## src/rtl/pipe_fwd_chain.sv

```systemverilog
// Pipeline register chain between decode and writeback. Each stage holds a
// result payload, destination index, write-enable and late-result flag.
// NSRC operand lookups forward the youngest matching result, or raise a
// load-use hazard when that result is not available yet.
module pipe_fwd_chain #(
  parameter int unsigned STAGES = 3,
  parameter int unsigned DW     = 32,
  parameter int unsigned RW     = 5,
  parameter int unsigned NSRC   = 2
) (
  input  logic                 clk,
  input  logic                 rst,
  input  logic                 in_valid,
  input  logic [DW-1:0]        in_payload,
  input  logic [RW-1:0]        in_rd,
  input  logic                 in_we,
  input  logic                 in_late,
  output logic                 in_ready,
  input  logic                 hold,
  input  logic                 kill_in,
  input  logic [STAGES-1:0]    flush_mask,
  input  logic [NSRC*RW-1:0]   src_idx,
  input  logic [NSRC*DW-1:0]   src_rf,
  output logic [NSRC*DW-1:0]   src_data,
  output logic [NSRC-1:0]      hazard,
  input  logic [DW-1:0]        late_data,
  output logic                 out_valid,
  output logic [DW-1:0]        out_payload,
  output logic [RW-1:0]        out_rd,
  output logic                 out_we
);

  localparam int unsigned LAST = STAGES - 1;

  logic [STAGES-1:0] valid_q, valid_d;
  logic [STAGES-1:0] we_q, we_d;
  logic [STAGES-1:0] late_q, late_d;
  logic [DW-1:0]     payload_q [STAGES];
  logic [DW-1:0]     payload_d [STAGES];
  logic [RW-1:0]     rd_q [STAGES];
  logic [RW-1:0]     rd_d [STAGES];

  logic [DW-1:0]     fwd [NSRC];
  logic [NSRC-1:0]   haz;
  logic [RW-1:0]     idx;
  logic              found;
  logic              accept;

  // Operand lookup: scan from youngest to oldest, first match wins.
  // Entries being flushed this cycle are excluded from matching.
  always_comb begin
    haz   = '0;
    idx   = '0;
    found = 1'b0;
    for (int unsigned i = 0; i < NSRC; i++) begin
      idx    = src_idx[i*RW +: RW];
      fwd[i] = src_rf[i*DW +: DW];
      found  = 1'b0;
      for (int unsigned k = 0; k < STAGES; k++) begin
        if (!found && valid_q[k] && we_q[k] && !flush_mask[k] &&
            (rd_q[k] == idx) && (idx != '0)) begin
          found = 1'b1;
          if (late_q[k]) begin
            if (k == LAST) fwd[i] = late_data;
            else           haz[i] = 1'b1;
          end else begin
            fwd[i] = payload_q[k];
          end
        end
      end
    end
  end

  for (genvar g = 0; g < NSRC; g++) begin : g_pack
    assign src_data[g*DW +: DW] = fwd[g];
  end

  assign hazard   = haz;
  assign in_ready = ~hold & ~(|haz);
  assign accept   = in_valid & in_ready & ~kill_in;

  // Next-state: advance the chain or hold it; flush clears valid in both cases.
  always_comb begin
    valid_d   = valid_q;
    we_d      = we_q;
    late_d    = late_q;
    payload_d = payload_q;
    rd_d      = rd_q;
    if (hold) begin
      valid_d = valid_q & ~flush_mask;
    end else begin
      for (int unsigned k = 1; k < STAGES; k++) begin
        valid_d[k]   = valid_q[k-1] & ~flush_mask[k-1];
        we_d[k]      = we_q[k-1];
        late_d[k]    = late_q[k-1];
        payload_d[k] = payload_q[k-1];
        rd_d[k]      = rd_q[k-1];
      end
      valid_d[0]   = accept;
      we_d[0]      = accept & in_we;
      late_d[0]    = accept & in_late;
      payload_d[0] = accept ? in_payload : '0;
      rd_d[0]      = accept ? in_rd : '0;
    end
  end

  // Stage registers with asynchronous active-low clear.
  always_ff @(posedge clk or negedge rst) begin
    if (!rst) begin
      valid_q <= '0;
      we_q    <= '0;
      late_q  <= '0;
      for (int unsigned k = 0; k < STAGES; k++) begin
        payload_q[k] <= '0;
        rd_q[k]      <= '0;
      end
    end else begin
      valid_q   <= valid_d;
      we_q      <= we_d;
      late_q    <= late_d;
      payload_q <= payload_d;
      rd_q      <= rd_d;
    end
  end

  assign out_valid   = valid_q[LAST];
  assign out_we      = valid_q[LAST] & we_q[LAST];
  assign out_rd      = rd_q[LAST];
  assign out_payload = (valid_q[LAST] & late_q[LAST]) ? late_data : payload_q[LAST];

endmodule

```

## config.mk

```make
export PLATFORM = sky130hd
export DESIGN_NAME = pipe_fwd_chain
export DESIGN_NICKNAME = d
export VERILOG_FILES = /design/src/rtl/pipe_fwd_chain.sv
export SDC_FILE = /design/constraint.sdc
export NUM_CORES = 1
export LEC_CHECK = 0
export BUFFER_PORTS_ARGS = -buffer_cell sky130_fd_sc_hd__buf_2
export CAP_MARGIN = 0
export CORE_UTILIZATION = 47
export DETAILED_ROUTE_END_ITERATION = 16
export PLACE_DENSITY = 0.74
export SYNTH_ARGS = -nofsm -noshare
export SYNTH_HDL_FRONTEND = slang
export SYNTH_SLANG_ARGS = --single-unit
```

## constraint.sdc

```tcl
create_clock -name clk -period 2 [get_ports clk]
set_input_delay 0.1 -clock clk [delete_from_list [all_inputs] [get_ports clk]]
set_output_delay 0.1 -clock clk [all_outputs]
set_load 0.02 [all_outputs]
```

==> results of run 1 <==
==> cells in the final DEF, fill, tap and decap left out, drive strengths merged <==
| cell type | netlist | routed |
|---|---|---|
| and4 | 1 | 1 |
| and3 | 2 | 2 |
| diode | 0 | 3 |
| nor4b | 2 | 2 |
| o32ai | 1 | 1 |
| clkinv | 0 | 4 |
| nand3 | 41 | 41 |
| clkbuf | 47 | 23 |
| and2 | 1 | 1 |
| xor2 | 22 | 22 |
| nor4 | 3 | 3 |
| inv | 3 | 3 |
| o22ai | 34 | 34 |
| o21ai | 42 | 42 |
| o221ai | 63 | 63 |
| clkinvlp | 0 | 3 |
| nor2b | 1 | 1 |
| nor2 | 40 | 40 |
| or2 | 1 | 1 |
| dfrtp | 120 | 120 |
| nor3 | 6 | 6 |
| nand2 | 75 | 75 |
| nand4 | 4 | 4 |
| mux2i | 64 | 64 |
| o21a | 1 | 1 |
| or4 | 2 | 2 |
| mux2 | 142 | 142 |
| nand2b | 4 | 4 |
| dlygate4sd3 | 0 | 41 |
| a21oi | 1 | 1 |
| and4b | 1 | 1 |
| xnor2 | 8 | 8 |
| nor3b | 2 | 2 |
| buf | 23 | 372 |
| bufinv | 0 | 5 |
| a22o | 2 | 2 |
| nand3b | 4 | 4 |
==> final cells by class <==
type,instances,area [µm²],area share
multi-input cells,570,5260,0.417
clock buffers,20,467,0.0370
clock inverters,12,196,0.0156
inverters,3,11.3,0.000894
flip-flops and latches,120,3010,0.239
well taps,220,275,0.0218
repair buffers,416,3380,0.268
diodes,3,7.51,0.000596
==> flip-flops by register name (all words and copies together), names as in the netlist <==
name       flops
out_rd         5
rd_q          10
we_q           3
payload_q     96
valid_q        3
late_q         3
==> cell families after synthesis <==
family	share of synthesized area
AO/OA/AOI/OAI	0.152
flip-flops	0.379
AND/OR/NAND/NOR	0.112
buffers and inverters	0.0414
XOR/XNOR	0.0332
multiplexers	0.283
==> tightest hold or removal path: cells and delay by family <==
kind	cells	cell delay, ns
buffers and inverters	1	0.10
muxes	1	0.07
and+or+nand+nor	1	0.13
==> metrics by stage <==
stage               cell area (µm²)  total power [µW]  TNS, ns  instances
floorplan                      8140              3660    -5.23        763
global route                  12600              8170   -70.24       1364
global placement              10400              4220   -17.48       1259
detailed placement            10400              4260   -20.07       1259
CTS                           12300              7840   -53.31       1349
finish                        12600              7890   -59.60       1364
==> where the power goes <==
group | switching (µW) | internal [µW] | total (µW) | leakage (µW)
clock network | 1130 | 2300 | 3440 | 0.000318
registers | 216 | 2610 | 2830 | 0.00162
logic | 808 | 815 | 1620 | 0.00381
total | 2160 | 5730 | 7890 | 0.00575
==> layer usage <==
metal	track usage	wire, µm	vias up
met5	0	0	-
met4	0.160	922	0
met3	0.0615	1450	66
met2	0.573	14900	352
met1	0.379	11100	3998
li1	-	-	3615
==> path summary, 6_finish.rpt <==
check / from / end / slack (ns) / cells after the start
setup reg to reg: rd_q[7] / valid_q[0] / -0.35 / 9
hold / removal: flush_mask[0] / valid_q[1] / 0.04 / 3
hold reg to reg: payload_q[26] / payload_q[26] / 0.53 / 1
max in group asynchronous: rst / valid_q[2] / 1.15 / 3
min in group asynchronous: rst / payload_q[48] / 0.21 / 2
setup / recovery: rd_q[7] / src_data[12] / -0.80 / 8
==> what timing repair did <==
action	in CTS	in global routing
hold buffers	41	0
gates cloned	5	3
resized for setup	145	42
endpoints found under the setup margin	128	128
pin swaps	19	1
setup buffers	13	9
hold endpoints to repair	74	0
==> results.sh, run 1 <==
export IMPL_ant_nets=0
export IMPL_cp_buffers_inverters=3
export IMPL_synth_distinct_cells=42
export IMPL_synth_commonest_cells="141 x mux2_2, 120 x dfrtp_1, 75 x nand2_1, 64 x mux2i_1, 47 x clkbuf_1"
export IMPL_insertion_delay_ns=0.42
export IMPL_cp_slowest_stage_delay_ns=0.54
export IMPL_path_cells="xor2_1, or4_4, nor4b_4, buf_6, buf_12, mux2i_2, o221ai_2, buf_2"
export IMPL_grt_pass1_wl_um=44100
export IMPL_drtIter0Drc=456
export IMPL_cts_sinks=120
export IMPL_ctsHtreeMaxLevel=4
export IMPL_synth_area_leaders="dfrtp_1 38%, mux2_2 20%, mux2i_1 8.1%"
export IMPL_grt_max_degree=51
export IMPL_die_area_um2=17400
export IMPL_crit_arrival_ns=2.70
export IMPL_drc=0
export IMPL_violations="negative setup slack"
export IMPL_antenna_found_initial=3
export IMPL_syn_num_nets=916
export IMPL_ir_drop_mv=0.511
export IMPL_ys_ff_latch=120
export IMPL_routed_via_density=5.89
export IMPL_die_height_um=132
export IMPL_dr_pass1_iters=5
export IMPL_p_per_area_nw_per_um2=626
export IMPL_routedWlPerCell_um=20.8
export IMPL_cts_root_buf="clkbuf_16"
export IMPL_cp_max_fo=8
export IMPL_setup_viol=107
export IMPL_finClkSkew_ns=0.00726
export IMPL_cts_reportedPaths_clkPinSlew_ns=0.06
export IMPL_final_nets=1281
export IMPL_syn_avg_cell_area_um2=10.4
export IMPL_synth_ff_type="dfrtp_1"
export IMPL_ys_seq_area_frac=0.379
export IMPL_finalCritPeriodShare=1.40
export IMPL_hold_viol_final=0
export IMPL_synth_top_cell_by_area="dfrtp_1"
export IMPL_vias=8031
export IMPL_pin_count=259
export IMPL_hp_class="in2reg"
export IMPL_grt_use_total=0.325
export IMPL_initial_core_util=0.479
export IMPL_dp_slack_ns=-0.347
export IMPL_cts_tree="built"
export IMPL_mappedNetlistArea_um2=7920
export IMPL_critical_path_slowest_cell="or4_4"
export IMPL_slew_violations=0
export IMPL_synth_async_sr_flop_share=1.00
export IMPL_cp_start_kind="flip-flop"
export IMPL_area_growth_pct=59.1
export IMPL_worstSetupEndpointType="output port"
export IMPL_rows=47
export IMPL_period_minus_slack_ns=2.80
export IMPL_clockBufferDepth=2
export IMPL_drt_total_wl_um=28300
export IMPL_synth_top_cell_area_share=0.379
export IMPL_grt_pass1_vias=8363
export IMPL_fmax_mhz=357
export IMPL_grt_overflow=0
export IMPL_place_congestion=0.871
export IMPL_die_x_um=132
export IMPL_p_leak_uw=0.00575
export IMPL_hold_worst_slack_ns=0.0409
export IMPL_drv_cap=0
export IMPL_synth_most_common_cell="mux2_2"
export IMPL_synth_edf_count=0
export IMPL_relSlewSlack=0.646
export IMPL_syn_inst=763
export IMPL_timing_final_ws_setup_ns=-0.801
export IMPL_drive_gt1_frac=0.604
export IMPL_run_status="complete, but fails checks"
export IMPL_coreArea_um2=16500
export IMPL_numCtsBuffers=17
export IMPL_rsz0062_at_grt="true"
export IMPL_worst_slew_pin_slew_ns=0.531
export IMPL_numPortBuffers=258
export IMPL_fin_util=0.763
export IMPL_worstSetupPathType="reg2out"
export IMPL_dp_hpwl_um=18200
export IMPL_worstPathRequired_ns=1.90
export IMPL_n_fill_cell=1047
export IMPL_cp_top_family="simple AND/OR/NAND/NOR gates"
export IMPL_yosys_warnings=0
No activity file was read; power rests on OpenSTA's default activity.
==> run 2: changes to the inputs <==
--- a/config.mk
+++ b/config.mk
@@ -7,9 +7,11 @@
 export LEC_CHECK = 0
 export BUFFER_PORTS_ARGS = -buffer_cell sky130_fd_sc_hd__buf_2
 export CAP_MARGIN = 0
-export CORE_UTILIZATION = 47
+export CORE_UTILIZATION = 33
 export DETAILED_ROUTE_END_ITERATION = 16
-export PLACE_DENSITY = 0.74
+export GPL_TIMING_DRIVEN = 0
+export HOLD_SLACK_MARGIN = 0.08
+export PLACE_DENSITY = 0.54
 export SYNTH_ARGS = -nofsm -noshare
 export SYNTH_HDL_FRONTEND = slang
 export SYNTH_SLANG_ARGS = --single-unit
==> run 2 against run 1 <==
Net effect:
- the run still ends with negative setup slack left
- sequential share of layout area about the same
- highest routed layer is now met5
- final area about the same
- clock power decreased by 8.4%
- clock skew increased by 0.00094 ns
- worst setup slack improved by 0.0086 ns
- critical path type unchanged
- fmax increased by 0.31%
- critical endpoint is now src_data[9]
- utilization decreased by 23 points
- register-to-register slack improved by 0.05 ns
- final cell count increased by 6.1%
- wire length increased by 5.5%
==> results.sh, run 2 (synthesis results as in run 1) <==
export IMPL_reg2reg_to="payload_q[82]"
export IMPL_largest_register_ff_count=96
export IMPL_highest_signal_layer="met5"
export IMPL_p_seq_frac=0.373
export IMPL_finalCritPeriodShare=1.40
export IMPL_vias=7501
export IMPL_p_per_area_nw_per_um2=601
export IMPL_final_cell_mix="215 x buf_2, 140 x mux2_2, 118 x dfrtp_1"
export IMPL_period_minus_slack_ns=2.79
export IMPL_worstSetupEndpointType="output port"
export IMPL_drive_gt1_frac=0.599
export IMPL_ant_nets=0
export IMPL_coreArea_um2=23500
export IMPL_pin_count=259
export IMPL_place_area_um2=9860
export IMPL_clockBufferDepth=2
export IMPL_fmax_mhz=358
export IMPL_timing_final_ws_setup_ns=-0.792
export IMPL_p_clk_frac=0.416
export IMPL_ir_drop_mv=0.487
export IMPL_drtIter0Drc=330
export IMPL_wl_met3_um=1400
export IMPL_rows=56
export IMPL_cp_max_fo=10
export IMPL_numPortBuffers=257
export IMPL_place_congestion=0.793
export IMPL_violations="negative setup slack"
export IMPL_grt_max_degree=77
export IMPL_wl_met2_um=14600
export IMPL_comb_power_share=0.211
export IMPL_drv_cap=0
export IMPL_grt_pass1_vias=7575
export IMPL_cts_sinks=120
export IMPL_p_leak_uw=0.00555
export IMPL_dr_pass1_iters=4
export IMPL_ctsHtreeMaxLevel=4
export IMPL_crit_start="rd_q[7]"
export IMPL_final_nets=1267
export IMPL_crit_arrival_ns=2.69
export IMPL_hold_viol_final=0
export IMPL_wl_met1_um=13400
export IMPL_hold_worst_slack_ns=0.178
export IMPL_hp_class="in2async"
export IMPL_swShare=0.293
export IMPL_insertion_delay_ns=0.41
export IMPL_cts_reportedPaths_clkPinSlew_ns=0.06
export IMPL_internal_power_uw=5360
export IMPL_final_common_cell="buf_2"
export IMPL_dp_slack_ns=-0.967
export IMPL_stdcell_area_um2=12600
export IMPL_p_switching_uw=2220
export IMPL_endpoint="src_data[9]"
export IMPL_slew_violations=0
export IMPL_area_growth_pct=59.2
export IMPL_numCtsBuffers=17
export IMPL_finClkSkew_ns=0.00819
export IMPL_relSlewSlack=0.151
export IMPL_regMostFlops="payload_q"
export IMPL_initial_core_util=0.337
export IMPL_cp_start_kind="flip-flop"
export IMPL_worstSetupPathType="reg2out"
export IMPL_grt_overflow=0
export IMPL_routed_via_density=5.18
export IMPL_antenna_found_initial=3
export IMPL_drc=0
export IMPL_worst_slew_pin_slew_ns=1.27
export IMPL_die_area_um2=24600
export IMPL_run_status="complete, but fails checks"
export IMPL_die_x_um=157
export IMPL_worstRegToRegCells=8
export IMPL_regToRegStartpoint="rd_q[7]"
export IMPL_grt_pass1_wl_um=44500
export IMPL_routedWlPerCell_um=20.7
export IMPL_grt_use_total=0.245
export IMPL_cts_tree="built"
export IMPL_r2r_setup_slack_ns=-0.30
export IMPL_dp_hpwl_um=20800
export IMPL_worstPathRequired_ns=1.90
export IMPL_setup_viol=107
export IMPL_rsz0062_at_grt="true"
export IMPL_drt_total_wl_um=29900
export IMPL_die_height_um=157
export IMPL_cts_root_buf="clkbuf_16"
run 2: cell count changes in the layout (fill, tap and decap cells not counted), moves of 6 or more:
| cell | before | now |
|---|---|---|
| buf_12 | 27 | 6 |
| buf_4 | 79 | 35 |
| buf_6 | 46 | 52 |
| clkbuf_1 | 0 | 21 |
| clkbuf_16 | 19 | 29 |
| clkbuf_2 | 0 | 11 |
| mux2i_1 | 46 | 56 |
| mux2i_2 | 16 | 7 |
| nor2_1 | 39 | 5 |
| nor2_4 | 0 | 32 |
| o221ai_2 | 60 | 49 |
| o221ai_4 | 3 | 13 |
run 2: timing repair:
action,in CTS,in global routing
gates resized for setup,246,97
endpoints found under the setup margin,139,127
hold endpoints to repair,86,0
setup buffers,24,4
cloned,6,1
hold buffers,43,0
pin swaps,38,16
run 2: area by class of cell:
type | instances | area [µm²]
Sequential cell | 120 | 3010
Tap cell | 319 | 399
Antenna cell | 1 | 2.50
Inverter | 3 | 11.3
Multi-Input combinational cell | 570 | 5580
Buffer | 67 | 628
Clock inverter | 14 | 175
Clock buffer | 18 | 429
Timing Repair Buffer | 335 | 2380
Fill cell | 2146 | 10900
run 2: worst min path at each step:
stage | endpoint | slack [ns]
after floorplan | late_q[0] | -0.20
after global placement | payload_q[71] | 0.35
after detailed placement | payload_q[7] | 0.07
after CTS | payload_q[4] | 0.19
after global routing | payload_q[4] | 0.22
final | payload_q[4] | 0.18
run 2: power groups by stage:
stage / registers, µW / clock network, µW / logic, µW
6_report: 2830 / 3150 / 1600
5_1_grt: 2860 / 3330 / 1720
4_1_cts: 2820 / 3220 / 1550
3_5_place_dp: 2830 / 0 / 1400
3_3_place_gp: 2830 / 0 / 1380
2_1_floorplan: 2770 / 0 / 893
run 2: metal layers:
metal,up-vias,GRT usage
met3,31,0.0432
li1,3580,-
met2,201,0.415
met1,3685,0.319
met4,4,0.0710
met5,-,0
run 2: critical path, cell delays in order (launching register included):
cell and delay [ns]:
dfrtp_1 0.40, xor2_1 0.15, or4_4 0.54, nor4b_4 0.28, buf_6 0.20, buf_12 0.17, mux2i_2 0.22, o221ai_2 0.13
buf_2 0.18
run 2: stage by stage:
step / std cells / total power, µW / setup TNS [ns] / utilization
3_5_place_dp: 1340 / 4230 / -69.83 / 0.420
3_3_place_gp: 1339 / 4210 / -180.00 / 0.419
6_report: 1447 / 7580 / -55.50 / 0.537
5_1_grt: 1446 / 7910 / -66.33 / 0.537
2_1_floorplan: 763 / 3660 / -5.23 / -
4_1_cts: 1442 / 7600 / -56.30 / 0.521
